$ cat src/rtl/fifo_prog_pkg.sv
// Shared types and constants for the programmable-threshold FIFO.
package fifo_pkg;

  typedef struct packed {
    logic ovf;
    logic udf;
  } fifo_err_t;

  localparam int DEF_DATA_WIDTH = 8;
  localparam int DEF_FIFO_SIZE  = 8;

  // Width able to hold every occupancy value 0..depth inclusive.
  function automatic int cnt_w(input int depth);
    return $clog2(depth + 1);
  endfunction

endpackage

$ cat src/rtl/fifo_prog_ptr.sv
// Modulo-DEPTH pointer; wraps from DEPTH-1 to 0 so any depth >= 2 works.
module fifo_ptr #(
  parameter int DEPTH = 8,
  localparam int PTR_W = $clog2(DEPTH)
) (
  input  logic             clk,
  input  logic             rst_n,
  input  logic             inc_i,
  input  logic             clr_i,
  output logic [PTR_W-1:0] ptr_o
);

  logic [PTR_W-1:0] r_ptr;

  always_ff @(posedge clk or negedge rst_n) begin
    if (!rst_n) begin
      r_ptr <= '0;
    end else if (clr_i) begin
      r_ptr <= '0;
    end else if (inc_i) begin
      r_ptr <= (r_ptr == PTR_W'(DEPTH - 1)) ? '0 : r_ptr + 1'b1;
    end
  end

  assign ptr_o = r_ptr;

endmodule

$ cat src/rtl/fifo_prog.sv
// Single-clock FWFT FIFO with arbitrary depth, programmable almost flags, flush and sticky errors.
// Optional high-watermark port peak_o is built when FIFO_PROG_STATS_EN is defined.
module fifo_prog
  import fifo_pkg::*;
#(
  parameter int DATA_WIDTH = DEF_DATA_WIDTH,
  parameter int FIFO_SIZE  = DEF_FIFO_SIZE,
  localparam int CNT_W     = cnt_w(FIFO_SIZE)
) (
  input  logic                  clk,
  input  logic                  rst_n,
  input  logic                  flush_i,
  input  logic                  write_en_i,
  input  logic [DATA_WIDTH-1:0] write_data_i,
  input  logic                  read_en_i,
  output logic [DATA_WIDTH-1:0] read_data_o,
  output logic                  full_o,
  output logic                  A_full_o,
  output logic                  empty_o,
  output logic                  A_empty_o,
  input  logic [CNT_W-1:0]      afull_thr_i,
  input  logic [CNT_W-1:0]      aempty_thr_i,
  output logic [CNT_W-1:0]      remain_o,
  output logic                  ovf_o,
  output logic                  udf_o,
`ifdef FIFO_PROG_STATS_EN
  output logic [CNT_W-1:0]      peak_o,
`endif
  input  logic                  err_clr_i
);

  localparam int PTR_W = $clog2(FIFO_SIZE);

  logic [DATA_WIDTH-1:0] r_mem [FIFO_SIZE];
  logic [CNT_W-1:0]      r_cnt;
  logic                  r_full, r_afull, r_empty, r_aempty;
  fifo_err_t             r_err;
  logic [PTR_W-1:0]      w_head, w_tail;
  logic                  w_wr_acc, w_rd_acc;
  logic [CNT_W-1:0]      w_cnt_nxt;
  fifo_err_t             w_err_set;

  // Flush overrides both ports, so nothing is accepted and no error is raised in that cycle.
  assign w_wr_acc    = write_en_i & ~r_full  & ~flush_i;
  assign w_rd_acc    = read_en_i  & ~r_empty & ~flush_i;
  assign w_err_set.ovf = write_en_i & r_full  & ~flush_i;
  assign w_err_set.udf = read_en_i  & r_empty & ~flush_i;

  always_comb begin
    w_cnt_nxt = r_cnt;
    if (flush_i) begin
      w_cnt_nxt = '0;
    end else if (w_wr_acc && !w_rd_acc) begin
      w_cnt_nxt = r_cnt + 1'b1;
    end else if (w_rd_acc && !w_wr_acc) begin
      w_cnt_nxt = r_cnt - 1'b1;
    end
  end

  fifo_ptr #(.DEPTH(FIFO_SIZE)) u_head (
    .clk   (clk),
    .rst_n (rst_n),
    .inc_i (w_rd_acc),
    .clr_i (flush_i),
    .ptr_o (w_head)
  );

  fifo_ptr #(.DEPTH(FIFO_SIZE)) u_tail (
    .clk   (clk),
    .rst_n (rst_n),
    .inc_i (w_wr_acc),
    .clr_i (flush_i),
    .ptr_o (w_tail)
  );

  always_ff @(posedge clk) begin
    if (w_wr_acc) begin
      r_mem[w_tail] <= write_data_i;
    end
  end

  // Flags come from the next occupancy so they never lag the count.
  always_ff @(posedge clk or negedge rst_n) begin
    if (!rst_n) begin
      r_cnt    <= '0;
      r_full   <= 1'b0;
      r_afull  <= 1'b0;
      r_empty  <= 1'b1;
      r_aempty <= 1'b1;
      r_err    <= '0;
    end else begin
      r_cnt    <= w_cnt_nxt;
      r_full   <= (w_cnt_nxt == CNT_W'(FIFO_SIZE));
      r_afull  <= (w_cnt_nxt >= afull_thr_i);
      r_empty  <= (w_cnt_nxt == '0);
      r_aempty <= (w_cnt_nxt <= aempty_thr_i);
      r_err.ovf <= w_err_set.ovf | (r_err.ovf & ~err_clr_i);
      r_err.udf <= w_err_set.udf | (r_err.udf & ~err_clr_i);
    end
  end

`ifdef FIFO_PROG_STATS_EN
  logic [CNT_W-1:0] r_peak;
  logic [CNT_W-1:0] w_peak_base;

  assign w_peak_base = err_clr_i ? '0 : r_peak;

  always_ff @(posedge clk or negedge rst_n) begin
    if (!rst_n) begin
      r_peak <= '0;
    end else begin
      r_peak <= (w_cnt_nxt > w_peak_base) ? w_cnt_nxt : w_peak_base;
    end
  end

  assign peak_o = r_peak;
`endif

  assign read_data_o = r_mem[w_head];
  assign remain_o    = r_cnt;
  assign full_o      = r_full;
  assign A_full_o    = r_afull;
  assign empty_o     = r_empty;
  assign A_empty_o   = r_aempty;
  assign ovf_o       = r_err.ovf;
  assign udf_o       = r_err.udf;

endmodule
$ cat config.mk
export PLATFORM = sky130hd
export DESIGN_NAME = fifo_prog
export DESIGN_NICKNAME = d
export VERILOG_FILES = /design/src/rtl/fifo_prog_pkg.sv /design/src/rtl/fifo_prog_ptr.sv /design/src/rtl/fifo_prog.sv
export SDC_FILE = /design/constraint.sdc
export NUM_CORES = 1
export LEC_CHECK = 0
export CAP_MARGIN = 10
export CORE_UTILIZATION = 56
export DETAILED_ROUTE_END_ITERATION = 8
export HOLD_SLACK_MARGIN = 0.15
export PLACE_DENSITY_LB_ADDON = 0.3
export SLEW_MARGIN = 25
export SYNTH_ARGS = -nofsm -noshare
export SYNTH_HDL_FRONTEND = slang
export SYNTH_SLANG_ARGS = --single-unit
$ cat constraint.sdc
create_clock -name clk -period 2.95 [get_ports clk]
set_input_delay 0.7375 -clock clk [delete_from_list [all_inputs] [get_ports clk]]
set_output_delay 0.7375 -clock clk [all_outputs]
set_load 0.01 [all_outputs]
# == After elaboration in Yosys (flattened, before gate mapping) ==
# Memory sizes are Yosys's and may differ from the RTL's.
# Cells that the tools add are included.
# totals
regBits,16
mem_bits_rw,64
in_bits,22
out_inout_bits,18
word_cells,53
mem_count,1
# op_classes
add_sub_neg,4
n_lt_le_gt_ge,2
eq_ne,3
muxes,11
bitwise_logic,16
reduce_logical,7
# memory_table
memory,depth,word_bits,rd,rd_ports_with_merged_regs,write_ports,line,rtl
r_mem,8,8,1,0,1,fifo_prog.sv:34,logic [DATA_WIDTH-1:0] r_mem [FIFO_SIZE];
# ops
cell,count
$mux W3,6
$mux W4,3
$and A1 B1 Y1,10
$add A3 B1 Y3 const B,2
$eq A3 B3 Y1 const B,2
$add A4 B1 Y4 const B,1
$eq A4 B4 Y1 const B,1
$ge A4 B4 Y1,1
$le A4 B4 Y1,1
$logic_not A4 Y1,1
$not A1 Y1,4
$reduce_bool A2 Y1,2
$sub A4 B1 Y4 const B,1
$logic_and A1 B1 Y1,2
$logic_not A1 Y1,2
$mux W1,2
$or A1 B1 Y1,2

# == Longest topological paths before layout ==
# Gate-level depths: netlist (run 1).
# depth
word_depth,9
depth_mapped,12
depth_no_buf,12

# == Modules after synthesis ==
# A second synthesis (run 1) with hierarchy kept.
# unflattened
cells_unflattened,208
area_unflattened_um2,3523.4
# modules_own_cells
mod,instances,cells_each,area_per_inst_um2,seq_area_each_um2
fifo_prog,1,184,3220.6,2174.6
fifo_ptr,2,12,151.4,75.1

# == Least setup slack after synthesis (run 1) ==
# OpenSTA, ideal clock, no wires.
# synth_timing
path_type,input -> register
start,input port write_en_i
end,register r_afull (netlist: A_full_o)
setup_ns,0.121
t_arrival_ns,2.221
required_ns,2.829
path_slack_ns,0.608
path_stages,10
path_buffers,0
path_cell_list,nor2b_1 > xnor2_1 > xnor2_1 > or2_1 > ha_1 > nand2b_1 > a21oi_1 > nor2b_1 > o21ai_1 > nand2b_1
# synth_between
elab_chain_cells,8
elab_cells_between_ends,9
classes_between,order compare (1); mux (3); bitwise (2); reduce/logical (3)
# synth_rtl
item,line,rtl
start: declaration,fifo_prog.sv:13,"input logic write_en_i,"
$and A1 B1 Y1 * (2 in series),fifo_prog.sv:44,assign w_wr_acc = write_en_i & ~r_full & ~flush_i;
$logic_not A1 Y1,fifo_prog.sv:55,end else if (w_rd_acc && !w_wr_acc) begin
$logic_and A1 B1 Y1,fifo_prog.sv:55,
$mux W4,fifo_prog.sv:55,
$mux W4 *,fifo_prog.sv:53,end else if (w_wr_acc && !w_rd_acc) begin
$mux W4 *,fifo_prog.sv:51,if (flush_i) begin
$ge A4 B4 Y1 *,fifo_prog.sv:94,r_afull <= (w_cnt_nxt >= afull_thr_i);
end signal: assignment,fifo_prog.sv:94,
end: declaration,fifo_prog.sv:36,"logic r_full, r_afull, r_empty, r_aempty;"
# Mark *: on every way between the ends. The rest lies on a longest branch, timed or not.
# A chain may end at the register's enable or synchronous reset.

# == Worst setup path after layout (run 1) ==
# layout_timing
start,register u_head.r_ptr[0] (netlist: u_head.ptr_o[0])
end,output port read_data_o[4]
# layout_between
elab_chain_cells,1
# layout_rtl
item,line,rtl
start: declaration,fifo_prog_ptr.sv:13,logic [PTR_W-1:0] r_ptr;
start signal: assignment,fifo_prog_ptr.sv:21,r_ptr <= (r_ptr == PTR_W'(DEPTH - 1)) ? '0 : r_ptr + 1'b1;
$mem_v2 Z8 W8,-,
end: declaration,fifo_prog.sv:16,"output logic [DATA_WIDTH-1:0] read_data_o,"
# Every way passes these cells.

==> summary.md, run 1 <==
| Metric | Value |
|---|---|
| Outcome | `finished clean` |
| Share of the synthesized area in the top cell type | `54.74%` |
| Pre-antenna DRT Iters | `4` |
| Worst skew pair latency | `0.34 ns` |
| Layout cells sized above 1 | `26.01%` |
| Largest stage delay, worst path | `0.50 ns` |
| Hold Vio Cnt, Final | `0` |
| Fin util | `73.52%` |
| Critical path capture point type | `output pin` |
| Setup Total Neg Slack | `0 ns` |
| Delay-heaviest family, CP | `multiplexers` |
| Initial antenna violation count | `0` |
| Pin count of the biggest net entering global routing | `19` |
| Worst-margin pin slew | `0.7706 ns` |
| Initial Util | `58.60%` |
| Mapped Cells | `220` |
| Syn_area_per_cell | `between 15 and 20 um2` |
| # setup viols final | `0` |
| Crit-path cells | `buf_12 > buf_4 > mux4_2 > mux2_2 > dlymetal6s2s_1` |
| Total grt overflow | `0` |
| Via count | `2079` |
| Area contributors post-synth | `edfxtp_1 (55%), mux4_2 (10%), dfrtp_1 (10%), ha_1 (5.0%), mux2_2 (2.6%)` |
| Global-route wire length before repair | `between 10000 and 15000 um` |
| Root Driver | `clkbuf_8` |
| Row count | `28` |
| Iter 0 DRT Violations | `107` |
| RD Place Congestion | `0.8214` |
| Antenna viol nets, final | `0` |
| Final Skew | `0.01063 ns` |
| Worst Setup Start Kind | `flop` |
| Min Tclk post-route | `2.726 ns` |
| Max-cap viol count | `0` |
| Leakage | `~1.7 nW` |
| WP data required | `around 2.2 ns` |
| Number of buffers created by CTS | `9` |
| Die height | `between 80 and 90 um` |
| Slew headroom | `48.47%` |
| Remaining routing DRC violations | `0` |
| FF+latch count, synth | `80` |
| CP Data Arrival Time | `1.99 ns` |
| CP max-delay cell | `mux4_2` |
| WP buf/inv | `3` |
| IO buf count | `39` |
| Clock Sinks | `80` |
| Pwr dens | `636.3 nW/um2` |
| GRT Total Usage | `between 20% and 30%` |
| YS warnings | `0` |
| Clock buffer depth | `2` |
| Final instance area | `4404 um2` |
| Max Clock Freq | `366.8 MHz` |
| Final Net Count | `327` |
| Synth Cell Area | `3511 um2` |
| Mean routed wirelength per cell | `approximately 18 um` |
| Final Slew Violations | `0` |
| Post-synth top area cell | `edfxtp_1` |
| Sequential-to-total area share from yosys stat | `66.22%` |
| CTS H-tree lvls | `3` |
| WHS | `0.5379 ns` |
| Unrepaired setup endpoints after global routing | `no` |
| Crit Path Category | `reg2out` |
| Final wirelength | `6520 um` |
| DR vias/cell | `5.604` |
| Layout area overhead | `25.45%` |
| Period utilisation layout | `92.42%` |
| Antenna Cells | `0` |
| Number of global-route vias before repair | `2046` |
| Core box area | `between 5000 and 6000 um2` |
| Area post-placement | `4155 um2` |
| Boundary Pins | `40` |
| CTS tree | `yes` |
| Total power | `2.802 mW` |
| Cts hold-fix bufs | `0` |
| Worst-path fanout max | `12` |
| Dpl hpwl | `4623 um` |
| Die ar. | `6590 um2` |
| Clk pin slew, worst setup/hold paths | `0.08 ns` |
| HP Class | `reg2reg` |
| Syn_nets | `roughly 260` |
| VDD IR-drop max | `0.0004654 V` |
| Die Span X | `between 80 and 90 um` |
| Distinct cell type count after synthesis | `36` |
power breakdown:
part	internal, mW	switching [mW]
clock	0.414	0.374
combinational	0.376	0.294
sequential	1.29	0.0573
total	2.08	0.726
worst paths after layout:
| kind | from | to | slack, ns | cells past startpoint |
|---|---|---|---|---|
| setup / recovery | u_head.ptr_o[0] | read_data_o[4] | 0.22 | 5 |
| hold / removal | udf_o | udf_o | 0.54 | 2 |
| setup reg to reg | remain_o[0] | A_empty_o | 0.68 | 12 |
| hold reg to reg | udf_o | udf_o | 0.54 | 2 |
| max in group asynchronous | rst_n | udf_o | 1.61 | 1 |
| min in group asynchronous | rst_n | remain_o[3] | 0.85 | 1 |
cell type report:
class	instances	area (um2)
multi-input cells	119	1087
repair buffers	70	659.4
clock buffers	11	141.4
clock inverters	5	56.30
well taps	75	93.84
inverters	11	41.29
fillers	388	1587
flip-flops and latches	80	2325
per-layer routing:
metal	share of wire [%]	global-route usage, %
met5	0	0
met4	2.2	11.07
met3	4.4	4.719
met2	50	36.39
met1	44	28.35
worst reg2reg max path, stage by stage, from the launching register on:
cell and delay (ns):
dfrtp_1 0.50, inv_2 0.11, ha_1 0.36, nand2_1 0.06, a21oi_1 0.14, a21oi_1 0.05
nor2_1 0.15, ha_1 0.27, nor2b_1 0.14, o21ai_1 0.11, nand2b_1 0.07, a21oi_1 0.14
a41o_1 0.11
through the flow:
step,cells,worst slack [ns]
floorplan,220,0.6078
global placement,353,0.002026
detailed placement,353,-0.09004
CTS,369,-0.02766
global route,371,0.1327
finish,371,0.2236
cell usage in the layout, fill, tap and decap left out, drive strengths merged, types with 2 or more instances in the layout:
cell type / n
nand2b: 8
nor4: 2
dfstp: 2
and3: 2
mux2: 8
clkbuf: 11
nor3: 7
dlymetal6s2s: 8
nor2b: 4
ha: 14
or3: 2
o22ai: 2
dfrtp: 14
nand2: 15
a21oi: 10
o21ai: 4
mux4: 16
inv: 12
buf: 31
xnor2: 2
clkdlybuf4s50: 31
nor2: 12
o311ai: 3
clkinv: 2
edfxtp: 64
cells by family (layout without fill, tap and decap cells):
family,Yosys count,in the layout,share of synthesized area (%)
flops,80,80,66.22
compound gates,23,23,4.134
fa+ha+maj,14,14,4.989
simple gates,56,56,8.517
xor+xnor,2,2,0.4990
mux,24,24,12.83
buf+inv,21,97,2.815
state kept, by name (all words and copies together) (netlist names):
| register | count |
|---|---|
| full_o | 1 |
| A_full_o | 1 |
| r_mem | 64 |
| A_empty_o | 1 |
| udf_o | 1 |
| u_head.ptr_o | 3 |
| u_tail.ptr_o | 3 |
| remain_o | 4 |
| empty_o | 1 |
| ovf_o | 1 |
cells in the mapped netlist, drive strengths merged:
cell / count
nand4b: 1
inv: 11
and3: 2
or3: 2
nor4: 2
or2: 1
mux2: 8
o21a: 1
o311ai: 3
nor2: 12
edfxtp: 64
a41o: 1
mux4: 16
buf: 7
or4b: 1
dfstp: 2
nor2b: 4
ha: 14
a21o: 1
nand2b: 8
a21oi: 10
o22ai: 2
xnor2: 2
nor3: 7
nand2: 15
clkbuf: 3
o21ai: 4
nand3b: 1
o31ai: 1
dfrtp: 14
repair_timing:
action                                  in CTS  in global routing
resized for setup                            2                 10
setup buffers                                0                  2
endpoints found under the setup margin       6                  8
Power figures use the tool's default switching activity.
==> run 2: changes to the inputs <==
- PLACE_DENSITY: default -> 0.8
- PLACE_DENSITY_LB_ADDON: 0.3 -> default
==> run 2 against run 1 <==
  * Combinational power increased by 2%
  * Sequential power about the same
  * Register-to-register slack about the same
  * Critical endpoint is now read_data_o[1]
  * Clock-buffer cell count decreased by 2
  * Clock power increased by 9.8%
  * Cell count increased by 0.54%
  * Critical path type unchanged
  * Critical path depth decreased by 1
  * Routed wire length decreased by 1.0%
  * Cell area about the same
  * Via count decreased by 0.34%
  * Setup slack got worse by 0.13 ns
==> summary.md, run 2 (same netlist as run 1, synthesis figures left out) <==
| Metric | Value |
|---|---|
| Worst-margin pin slew | `0.7363 ns (-0.03430 ns)` |
| Critical path capture point type | `output pin` |
| Final Skew | `0.006656 ns (-0.003974 ns)` |
| Core box area | `5991 um2 (unchanged)` |
| Internal power | `2.148 mW (+3.4%)` |
| Pin count of the biggest net entering global routing | `19 (unchanged)` |
| Pre-antenna DRT Iters | `4 (unchanged)` |
| Via count | `2072 (-0.34%)` |
| Hold depth | `2 (unchanged)` |
| Dpl hpwl | `4310 um (-6.8%)` |
| Unrepaired setup endpoints after global routing | `no` |
| Antenna Cells | `0 (unchanged)` |
| CTS tree | `yes` |
| Layout cells sized above 1 | `26.51% (+0.50 points)` |
| Combinational share of power | `23.7% (-0.2 points)` |
| CP Data Arrival Time | `2.12 ns (+0.13 ns)` |
| GRT Total Usage | `21.37% (-0.94 points)` |
| Final wirelength | `6453 um (-1.0%)` |
| Crit Path Category | `reg2out` |
| Die height | `81.18 um (unchanged)` |
| Outcome | `finished clean` |
| Final Slew Violations | `0 (unchanged)` |
| Number of buffers created by CTS | `9 (unchanged)` |
| Die Span X | `81.18 um (unchanged)` |
| IO buf count | `39 (unchanged)` |
| Final Net Count | `329 (+0.61%)` |
| Final instance area | `4408 um2 (about the same)` |
| Die ar. | `6590 um2 (unchanged)` |
| Total grt overflow | `0 (unchanged)` |
| Most frequent cells in the layout | `edfxtp_1 (64), clkdlybuf4s50_1 (33), buf_4 (32)` |
| Worst skew pair latency | `0.34 ns (about the same)` |
| Layout area overhead | `25.55% (about the same)` |
| NetSw | `0.7431 mW (+2.3%)` |
| Hold endpoint | `udf_o` |
| CP max-delay cell | `mux4_2` |
| HP Class | `reg2reg` |
| Clk pin slew, worst setup/hold paths | `0.08 ns (about the same)` |
| Max Clock Freq | `350.5 MHz (-4.4%)` |
| Iter 0 DRT Violations | `141 (+32%)` |
| Switching Fraction | `25.71% (-0.20 points)` |
| # setup viols final | `0 (unchanged)` |
| Mean routed wirelength per cell | `17.30 um (-1.6%)` |
| Max reg flops | `64 (unchanged)` |
| Hold Vio Cnt, Final | `0 (unchanged)` |
| Slew headroom | `50.76% (+2.3 points)` |
| Initial Util | `58.60% (unchanged)` |
| Worst Setup Start Kind | `flop` |
| Remaining routing DRC violations | `0 (unchanged)` |
| Clock share of power | `30.0% (+1.8 points)` |
| Reg power frac | `46.3% (-1.6 points)` |
| R2r startpoint | `empty_o` |
| Reg2reg setup slack | `0.68 ns (about the same)` |
| FF-to-FF path depth | `9 (-3)` |
| Clock Sinks | `80 (unchanged)` |
| Hold Crit Start | `udf_o` |
| Global-route wire length before repair | `9756 um (-4.7%)` |
| Crit-path cells | `buf_12 > mux4_2 > mux2_2 > clkdlybuf4s50_1` |
| Leakage | `1.653 nW (-2.8%)` |
| Period utilisation layout | `96.71% (+4.3 points)` |
| Root Driver | `clkbuf_8` |
| Antenna viol nets, final | `0 (unchanged)` |
| RD Place Congestion | `0.8790 (+7.0%)` |
| Largest stage delay, worst path | `0.50 ns (about the same)` |
| Boundary Pins | `40 (unchanged)` |
| Fillers | `387 (-0.26%)` |
| Min Tclk post-route | `2.853 ns (+0.1267 ns)` |
| Delay-heaviest family, CP | `multiplexers` |
| Pwr dens | `655.8 nW/um2 (+3.1%)` |
| Area post-placement | `4130 um2 (-0.60%)` |
| Most common cell after layout, fill and taps aside | `edfxtp_1` |
| WP buf/inv | `2 (-1)` |
| CTS H-tree lvls | `3 (unchanged)` |
| VDD IR-drop max | `0.0004824 V (+3.6%)` |
| Fin util | `73.58% (about the same)` |
| WP data required | `2.21 ns (about the same)` |
| WHS | `0.5365 ns (-0.001419 ns)` |
| Worst-path fanout max | `14 (+2)` |
| Number of global-route vias before repair | `2068 (+1.1%)` |
| Initial antenna violation count | `0 (unchanged)` |
| Setup Total Neg Slack | `0 ns (unchanged)` |
| Max-cap viol count | `0 (unchanged)` |
| Clock buffer depth | `2 (unchanged)` |
| DR vias/cell | `5.555 (-0.87%)` |
| Row count | `28 (unchanged)` |
| Most flop-heavy register | `r_mem` |
| Reg2reg end | `A_empty_o` |
==> run 2: cell types whose count changed in the layout (fill, tap and decap cells not counted), sizes merged <==
cell,previous run,this run
clkdlybuf4s50,31,33
inv,12,13
dlymetal6s2s,8,0
bufinv,1,2
buf,31,33
clkbuf,11,9
dlygate4sd2,0,6
==> run 2: power groups by stage <==
stage               Clock (mW)  Sequential, mW  Combinational, mW
floorplan                    0            1.37              0.375
global placement             0            1.36              0.642
detailed placement           0            1.36              0.662
CTS                      0.884            1.34              0.658
global route             0.921            1.35              0.757
finish                   0.866            1.34              0.686
==> run 2: through the flow <==
| step | total power [mW] | worst slack, ns | instances |
|---|---|---|---|
| 3_3_place_gp | 2.005 | 0.03106 | 348 |
| 5_1_grt | 3.024 | 0.008701 | 373 |
| 2_1_floorplan | 1.744 | 0.6078 | 220 |
| 4_1_cts | 2.881 | 0.001407 | 365 |
| 6_report | 2.891 | 0.09693 | 373 |
| 3_5_place_dp | 2.024 | -0.04081 | 348 |
==> run 2: layout make-up <==
| cell class | instances | area [um2] | area share (%) |
|---|---|---|---|
| multi-input cells | 119 | 1087 | 24.67 |
| clock inverters | 7 | 93.84 | 2.129 |
| repair buffers | 72 | 643.1 | 14.59 |
| inverters | 11 | 41.29 | 0.9367 |
| well taps | 75 | 93.84 | 2.129 |
| flip-flops and latches | 80 | 2325 | 52.74 |
| clock buffers | 9 | 123.9 | 2.810 |
==> run 2: per-layer routing <==
layer / routed length, um / GRT usage [%] / share of wire, % / up-vias
met4: 93 / 9.286 / 1.4 / 0
met3: 252 / 4.944 / 3.9 / 10
li1: - / - / - / 987
met5: 0 / 0 / 0 / -
met1: 2766 / 25.44 / 43 / 1017
met2: 3340 / 37.06 / 52 / 58
==> run 2: what timing repair did <==
action | CTS | global route
setup endpoints to repair | 7 | 2
setup buffers | 1 | 8
resized for setup | 6 | 0
hold buffers | 0 | 0
hold endpoints to repair | 0 | 0
==> run 2: worst register-to-register path: cells and delay by family, from the launching register on <==
family          cells  cell delay, ns
compound gates      4            0.79
fa+ha+maj           1            0.34
simple gates        3            0.37
flops               1            0.57
buf+inv             1            0.16
==> run 2: worst max-delay path by stage <==
stage | from | end | slack [ns] | cells past startpoint
global placement | read_en_i | A_empty_o | 0.03 | 10
floorplan | write_en_i | A_full_o | 0.61 | 10
detailed placement | read_en_i | A_empty_o | -0.04 | 13
CTS | u_head.ptr_o[0] | read_data_o[1] | 0.001 | 4
global route | u_head.ptr_o[0] | read_data_o[1] | 0.009 | 4
finish | u_head.ptr_o[0] | read_data_o[1] | 0.1 | 4
==> run 3: changes to the inputs <==
- CTS_BUF_LIST: default -> sky130_fd_sc_hd__clkbuf_16
- MAX_ROUTING_LAYER: default -> met4
==> run 3 against run 2 <==
  * Fmax decreased by 0.66%
  * Cell area increased by 2.6%
  * Largest cell class unchanged
  * Via count rose by 0.43%
  * Routed wire length is 7.1% higher
  * Highest routed layer unchanged
  * Critical path depth is the same
  * Power increased by 11%
==> summary.md, run 3 (same netlist as run 1, synthesis figures left out) <==
| Metric | Value |
|---|---|
| Reg power frac | `41.8% (-4.5 points)` |
| Most flop-heavy register | `r_mem` |
| WP data required | `2.21 ns (about the same)` |
| Worst skew pair latency | `0.33 ns (about the same)` |
| Layout area overhead | `28.83%` |
| Die ar. | `6590 um2 (unchanged)` |
| Final Skew | `0.006430 ns (-0.0002261 ns)` |
| Leakage | `1.727 nW (+4.5%)` |
| Row count | `28 (unchanged)` |
| Min Tclk post-route | `2.872 ns (+0.01893 ns)` |
| Iter 0 DRT Violations | `126 (-11%)` |
| Period utilisation layout | `97.36% (+0.64 points)` |
| Worst Setup Start Kind | `flop` |
| Non-filler cells, final | `370 (-0.80%)` |
| R2r startpoint | `empty_o` |
| Final Slew Violations | `0 (unchanged)` |
| Switching Fraction | `24.70% (-1.0 points)` |
| Crit Path Category | `reg2out` |
| Final Net Count | `326 (-0.91%)` |
| Outcome | `finished clean` |
| Antenna viol nets, final | `0 (unchanged)` |
| CTS H-tree lvls | `3 (unchanged)` |
| Most common cell after layout, fill and taps aside | `edfxtp_1` |
| Hold Vio Cnt, Final | `0 (unchanged)` |
| Crit path from | `u_head.ptr_o[0]` |
| Slew headroom | `49.02% (-1.7 points)` |
| Die Span X | `81.18 um (unchanged)` |
| Die height | `81.18 um (unchanged)` |
| HP Class | `reg2reg` |
| Initial Util | `58.60% (unchanged)` |
| Pin count of the biggest net entering global routing | `19 (unchanged)` |
| Total power | `3.211 mW (+11%)` |
| Cts hold-fix bufs | `0 (unchanged)` |
| Root Driver | `clkbuf_16` |
| Pwr dens | `710.0 nW/um2 (+8.3%)` |
| Max reg flops | `64 (unchanged)` |
| Worst-path fanout max | `8 (-6)` |
| VDD IR-drop max | `0.0004829 V (+0.10%)` |
| Area post-placement | `4130 um2 (unchanged)` |
| Max Clock Freq | `348.2 MHz (-0.66%)` |
| IO buf count | `39 (unchanged)` |
| Boundary Pins | `40 (unchanged)` |
| Number of buffers created by CTS | `9 (unchanged)` |
| Core box area | `5991 um2 (unchanged)` |
| Worst-margin pin slew | `0.7623 ns (+0.02603 ns)` |
| Mean routed wirelength per cell | `18.68 um (+8.0%)` |
| DR vias/cell | `5.624 (+1.2%)` |
| Register area | `2326 um2 (about the same)` |
| Most frequent cells in the layout | `edfxtp_1 (64), clkdlybuf4s50_1 (32), buf_4 (28)` |
| Multi-input gate area | `1087 um2 (unchanged)` |
| Global-route wire length before repair | `10100 um (+3.5%)` |
| NetSw | `0.7932 mW (+6.7%)` |
| Internal power | `2.418 mW (+13%)` |
| Clock buffer depth | `2 (unchanged)` |
| Setup Total Neg Slack | `0 ns (unchanged)` |
| # setup viols final | `0 (unchanged)` |
| Pre-antenna DRT Iters | `4 (unchanged)` |
| Combinational share of power | `21.7% (-2.0 points)` |
| Clk pin slew, worst setup/hold paths | `0.06 ns (-0.02 ns)` |
| Clock Sinks | `80 (unchanged)` |
| CP Data Arrival Time | `2.13 ns (about the same)` |
| Max-cap viol count | `0 (unchanged)` |
| Total grt overflow | `0 (unchanged)` |
| Layout cells sized above 1 | `26.10% (-0.41 points)` |
| Initial antenna violation count | `0 (unchanged)` |
| Placed Instances | `348 (unchanged)` |
| Fillers | `364 (-5.9%)` |
| Clock share of power | `36.5% (+6.5 points)` |
| Critical path capture point type | `output pin` |
| Hold Crit Start | `udf_o` |
| Dpl hpwl | `4310 um (unchanged)` |
| Remaining routing DRC violations | `0 (unchanged)` |
| Final wirelength | `6911 um (+7.1%)` |
| Antenna Cells | `0 (unchanged)` |
| Via count | `2081 (+0.43%)` |
| Fin util | `75.50% (+1.9 points)` |
| Final instance area | `4523 um2 (+2.6%)` |
| Number of global-route vias before repair | `2076 (+0.39%)` |
| GRT Total Usage | `23.24% (+1.9 points)` |
| Unrepaired setup endpoints after global routing | `no` |
| RD Place Congestion | `0.8936 (+1.7%)` |
| CTS tree | `yes` |
-- run 3: changes by cell type in the layout (fill, tap and decap cells not counted), moves of 4 or more --
cell            delta
dlygate4sd2_1      -4
dlymetal6s2s_1     +5
clkbuf_16         +10
clkbuf_8           -9
buf_4              -4
-- run 3: critical path, cell delays in order (launching register included) --
cell and delay (ns):
dfrtp_2 0.39, clkbuf_16 0.17, mux4_2 0.50, mux2_2 0.27, clkdlybuf4s50_1 0.47
-- run 3: path summary, 6_finish.rpt --
check                             endpoint  slack (ns)  depth (start not counted)
max                         read_data_o[7]        0.08                          4
min                                  udf_o        0.53                          2
max reg2reg                      A_empty_o        0.63                          9
min reg2reg                          udf_o        0.53                          2
max in group asynchronous  u_head.ptr_o[0]        1.56                          1
min in group asynchronous            udf_o        0.86                          1
-- run 3: timing repair --
action / CTS / global route
gates cloned: 0 / 1
setup buffers: 1 / 4
pin swaps: 0 / 0
resized for setup: 2 / 6
setup endpoints to repair: 4 / 6
-- run 3: power by group through the flow --
stage | Sequential [mW] | Combinational, mW | Clock [mW]
2_1_floorplan | 1.37 | 0.375 | 0
3_3_place_gp | 1.36 | 0.642 | 0
3_5_place_dp | 1.36 | 0.662 | 0
4_1_cts | 1.34 | 0.670 | 1.19
5_1_grt | 1.35 | 0.763 | 1.22
6_report | 1.34 | 0.695 | 1.17
-- run 3: metrics by stage --
step                setup WS (ns)  hold slack, ns
detailed placement       -0.04081          0.5261
finish                    0.07800          0.5337
floorplan                  0.6078          0.4419
CTS                      0.004015          0.5345
global route              0.03410          0.5657
global placement          0.03106          0.5205
-- run 3: layout make-up --
cell class / count / share of cell area, %
Timing Repair Buffer: 69 / 14.50
Clock buffer: 9 / 4.979
Sequential cell: 80 / 51.42
Tap cell: 75 / 2.075
Multi-Input combinational cell: 119 / 24.04
Clock inverter: 7 / 2.075
Inverter: 11 / 0.9129
-- run 3: metal layers --
metal  track usage, %  vias to the layer above  share of wire (%)
met2            38.66                       61                 51
met4            9.821                        0                2.8
met3            7.079                       20                3.2
li1                 -                      979                  -
met1            25.98                     1021                 43
met5                -                        -                  0
